## src/rtl/serial_adder_pkg.sv

```systemverilog
// Shared types and helpers for the bit-serial adder controller.
package serial_adder_pkg;

    typedef enum logic [1:0] {
        IDLE = 2'b00,
        RUN  = 2'b01,
        DONE = 2'b10
    } state_e;

    function automatic int unsigned cnt_width(input int unsigned width);
        return (width <= 2) ? 1 : $clog2(width);
    endfunction

endpackage

```

## src/rtl/serial_adder_ctrl_fa_cell.sv

```systemverilog
// Purely combinational 1-bit full adder, the shared arithmetic cell.
module fa_cell (
    input  logic a,
    input  logic b,
    input  logic cin,
    output logic s,
    output logic cout
);

    assign s    = a ^ b ^ cin;
    assign cout = (a & b) | (a & cin) | (b & cin);

endmodule

```

## src/rtl/serial_adder_ctrl.sv

```systemverilog
// Bit-serial adder: sequences one full-adder cell over WIDTH cycles, LSB first,
// with a start/done handshake towards the requesting datapath.
module serial_adder_ctrl
    import serial_adder_pkg::*;
#(
    parameter int unsigned WIDTH = 8
) (
    input  logic             clk,
    input  logic             rst_n,
    input  logic             start,
    input  logic [WIDTH-1:0] operand_a,
    input  logic [WIDTH-1:0] operand_b,
    input  logic             carry_in,
    output logic             busy,
    output logic             done,
    output logic [WIDTH-1:0] sum,
    output logic             carry_out
);

    localparam int unsigned     CW   = cnt_width(WIDTH);
    localparam logic [CW-1:0]   LAST = CW'(WIDTH - 1);

    state_e           state_q, state_d;
    logic [WIDTH-1:0] a_sh_q, a_sh_d;
    logic [WIDTH-1:0] b_sh_q, b_sh_d;
    logic [WIDTH-1:0] sum_q, sum_d;
    logic [CW-1:0]    cnt_q, cnt_d;
    logic             c_q, c_d;
    logic             cout_q, cout_d;
    logic             fa_s, fa_c;

    fa_cell u_fa (
        .a    (a_sh_q[0]),
        .b    (b_sh_q[0]),
        .cin  (c_q),
        .s    (fa_s),
        .cout (fa_c)
    );

    always_ff @(posedge clk or negedge rst_n) begin
        if (!rst_n) begin
            state_q <= IDLE;
            a_sh_q  <= '0;
            b_sh_q  <= '0;
            sum_q   <= '0;
            cnt_q   <= '0;
            c_q     <= 1'b0;
            cout_q  <= 1'b0;
        end else begin
            state_q <= state_d;
            a_sh_q  <= a_sh_d;
            b_sh_q  <= b_sh_d;
            sum_q   <= sum_d;
            cnt_q   <= cnt_d;
            c_q     <= c_d;
            cout_q  <= cout_d;
        end
    end

    always_comb begin
        state_d = state_q;
        a_sh_d  = a_sh_q;
        b_sh_d  = b_sh_q;
        sum_d   = sum_q;
        cnt_d   = cnt_q;
        c_d     = c_q;
        cout_d  = cout_q;
        case (state_q)
            IDLE: begin
                if (start) begin
                    state_d = RUN;
                    a_sh_d  = operand_a;
                    b_sh_d  = operand_b;
                    c_d     = carry_in;
                    cnt_d   = '0;
                    sum_d   = '0;
                    cout_d  = 1'b0;
                end
            end
            RUN: begin
                a_sh_d           = a_sh_q >> 1;
                b_sh_d           = b_sh_q >> 1;
                // Shift-then-overwrite keeps this legal for WIDTH=1 too.
                sum_d            = sum_q >> 1;
                sum_d[WIDTH-1]   = fa_s;
                c_d              = fa_c;
                if (cnt_q == LAST) begin
                    cout_d  = fa_c;
                    state_d = DONE;
                end else begin
                    cnt_d = cnt_q + CW'(1);
                end
            end
            DONE: begin
                state_d = IDLE;
            end
            default: begin
                state_d = IDLE;
            end
        endcase
    end

    assign busy      = (state_q != IDLE);
    assign done      = (state_q == DONE);
    assign sum       = sum_q;
    assign carry_out = cout_q;

endmodule

```

## config.mk

```make
export PLATFORM = sky130hd
export DESIGN_NAME = serial_adder_ctrl
export DESIGN_NICKNAME = d
export VERILOG_FILES = /design/src/rtl/serial_adder_pkg.sv /design/src/rtl/serial_adder_ctrl_fa_cell.sv /design/src/rtl/serial_adder_ctrl.sv
export SDC_FILE = /design/constraint.sdc
export NUM_CORES = 1
export LEC_CHECK = 0
export CORE_MARGIN = 1
export CORE_UTILIZATION = 51
export CTS_BUF_LIST = sky130_fd_sc_hd__clkbuf_16
export CTS_CLUSTER_SIZE = 20
export DETAILED_ROUTE_END_ITERATION = 6
export PLACE_DENSITY_LB_ADDON = 0.25
export SLEW_MARGIN = 10
export SYNTH_ARGS = -nofsm -noshare
export SYNTH_HDL_FRONTEND = slang
export SYNTH_SLANG_ARGS = --single-unit
```

## constraint.sdc

```tcl
create_clock -name clk -period 1.9 [get_ports clk]
set_input_delay 0.38 -clock clk [delete_from_list [all_inputs] [get_ports clk]]
set_output_delay 0.38 -clock clk [all_outputs]
set_load 0.005 [all_outputs]
```

==> results.cfg <==
[detailed_routing]
drc = 0
initialDrtViolationCount = 66
vias = 1222
routed_wl_um = 3280
viasPerCell = 5.55
dr.pass1.iters = 5
avgRoutedWirePerCell_um = 14.9
antenna_left = 0

[synthesis]
synth_xor_xnor_area_share_pct = 0
yosys_warnings = 0
synth_compound_area_share_pct = 19.0
synthAdderAreaFrac_pct = 3.46
synth_area_um2 = 1660
synth_mux_area_share_pct = 0
synth_top_family_by_area = simple AND/OR/NAND/NOR gates
avgSynthCellArea_um2 = 11.7
synth_cell_types = 30
ys_ff_latch = 31
syn-num-nets = 166
ys_seq_area_share_pct = 46.7
synthSimpleGateAreaFrac_pct = 20.5
syn_inst = 142

[clock_network]
clock_latency_ns = 0.27
cts_tree = done
clkSinkCount = 31
path_clk_slew_ns = 0.05
ctsHoldBuffers = 0
cts_setup_buffers = 0
cts_root_buffer = clkbuf_16
cts_max_path_buffers = 2
cts-resized-gates = 0
cts_buffers = 5
htreeDepth = 2

[final_layout]
finalNonFillerCells = 220
syn2layout_area_growth_pct = 29.0
fin_area_um2 = 2140
nets = 199
utilization_pct = 69.7
drive_gt1_share_pct = 16.5
final_cell_mix = dfrtp_1 (31), clkdlybuf4s50_1 (30), inv_1 (18)
diodes = 0
layout_commonest_cell = dfrtp_1

[floorplan]
fp.coreArea_um2 = 3080
die_area_um2 = 3490
io_pins = 31
start_util_pct = 54.0
die_w_um = 59.1
rows = 20
fp.dieH_um = 59.1

[timing]
period_share_pct = 95.6
grt_setup_unrepaired = false
holdWs_ns = 0.495
fin_skew_ns = 0.00361
slew_headroom_pct = 59.4
slew_viol_final = 0
setup_viol = 0
setup_slack_ns = 0.0840
max_freq_mhz = 551
worst_pin_slew_ns = 0.608
hold_viol_final = 0
fin_tns_setup_ns = 0
period_minus_slack_ns = 1.82

[worst_setup_path]
worst-endpoint-arrival_ns = 1.44
path_class = register to primary output
endpoint = done
worst_setup_path_end_kind = primary output
rr_startpoint = state_q[1]$_DFFE_PN0P_
crit_required_ns = 1.52
cp-start-kind = register
r2r_end = a_sh_q[4]$_DFFE_PN0P_
r2r_cells = 4
cp_max_fo = 6
startpoint = state_q[0]$_DFFE_PN0P_
r2r_slack_ns = 0.40

[global_routing]
grt_max_degree = 32
overflow = 0
antenna_found_initial = 0
grt_pass1_wl_um = 5400
grt_pass1_vias = 1179
globalRouteTotalUtil_pct = 21.4

[power_and_ir_drop]
pwr_density_cell_nw_per_um2 = 1570
finalPower_mw = 3.38
cellLeakagePower_nw = 0.951
peakVddDrop_v = 0.000729

[placement]
dpl.cell_count = 212
gp_congestion = 0.716
port_buffers = 30
hpwl_um = 2190
place_ws_ns = 0.0614
placed_cell_area_um2 = 1980

[run]
maxCapViolCount = 0

[run_status]
status = finished, final reports clean

[worst_hold_path]
hold_class = primary input to async pin
==> cells by family (layout without fill, tap and decap cells) <==
kind of cell	Yosys count	after routing
AND/OR/NAND/NOR	45	45
AO/OA/AOI/OAI	31	31
flip-flops	31	31
adder cells (fa/ha/maj)	4	4
buffers and inverters	31	65
==> per-layer routing <==
| metal | track usage [%] | wire length [µm] | up-vias | share of wire, % |
|---|---|---|---|---|
| li1 | - | - | 584 | - |
| met1 | 26.9 | 1540 | 604 | 47 |
| met2 | 34.3 | 1590 | 32 | 48 |
| met3 | 5.90 | 128 | 2 | 3.9 |
| met4 | 10.2 | 22 | 0 | 0.67 |
| met5 | 0 | 0 | - | 0 |
==> worst max-delay path, cell delays in order (launching register included) <==
cell and delay [ns]:
dfrtp_1 0.46, nor2b_1 0.18, clkdlybuf4s50_1 0.52
==> sequential cells by signal, summed over array words and instances, names as in the netlist <==
signal and count:
carry_out 1, sum 8, a_sh_q 8, state_q 2, b_sh_q 8, c_q 1, cnt_q 3
==> area by class of cell <==
type | count | area, µm²
clock buffer | 5 | 125
clock inverter | 3 | 38.8
fill | 242 | 933
inverter | 18 | 67.6
multi-input combinational | 80 | 714
sequential | 31 | 776
tap | 44 | 55.1
timing repair buffer | 39 | 368
==> Yosys cell counts <==
| cell | instances | share of area (%) |
|---|---|---|
| dfrtp_1 | 31 | 47 |
| ha_1 | 3 | 2.3 |
| a222oi_1 | 2 | 1.2 |
| and3_1 | 3 | 1.1 |
| and3b_1 | 1 | 0.53 |
| nor2_1 | 1 | 0.23 |
| nor2b_1 | 5 | 1.9 |
| a211o_1 | 3 | 1.6 |
| buf_4 | 4 | 1.8 |
| o221ai_1 | 1 | 0.53 |
| buf_2 | 3 | 0.90 |
| nor3b_2 | 1 | 0.75 |
| fa_1 | 1 | 1.2 |
| a22o_1 | 8 | 4.2 |
| a211oi_1 | 3 | 1.4 |
| nor4bb_1 | 2 | 1.2 |
| nand2_1 | 2 | 0.45 |
| a211oi_2 | 10 | 7.5 |
| o21bai_4 | 1 | 1.1 |
| buf_6 | 5 | 3.4 |
| nor4b_1 | 14 | 7.4 |
| a221o_1 | 1 | 0.60 |
| inv_1 | 18 | 4.1 |
| nor3b_1 | 12 | 5.4 |
| nand2b_1 | 2 | 0.75 |
| or2_2 | 1 | 0.38 |
| clkbuf_1 | 1 | 0.23 |
| and2_1 | 1 | 0.38 |
| a21oi_1 | 1 | 0.30 |
| a32o_1 | 1 | 0.60 |
==> power by group <==
part           total [mW]  switching (mW)  internal, mW
combinational        1.34           0.617         0.723
sequential           1.14           0.194         0.951
clock               0.893           0.282         0.610
==> worst min-delay path by stage <==
stage	from	to	slack, ns	cells after the start
floorplan	rst_n	a_sh_q[0]$_DFFE_PN0P_	0.08	0
global placement	a_sh_q[7]$_DFFE_PN0P_	a_sh_q[7]$_DFFE_PN0P_	0.48	2
detailed placement	b_sh_q[7]$_DFFE_PN0P_	b_sh_q[7]$_DFFE_PN0P_	0.49	1
CTS	b_sh_q[7]$_DFFE_PN0P_	b_sh_q[7]$_DFFE_PN0P_	0.50	1
global route	b_sh_q[7]$_DFFE_PN0P_	b_sh_q[7]$_DFFE_PN0P_	0.53	1
finish	rst_n	a_sh_q[2]$_DFFE_PN0P_	0.50	2
No activity file was read; power rests on OpenSTA's default activity.
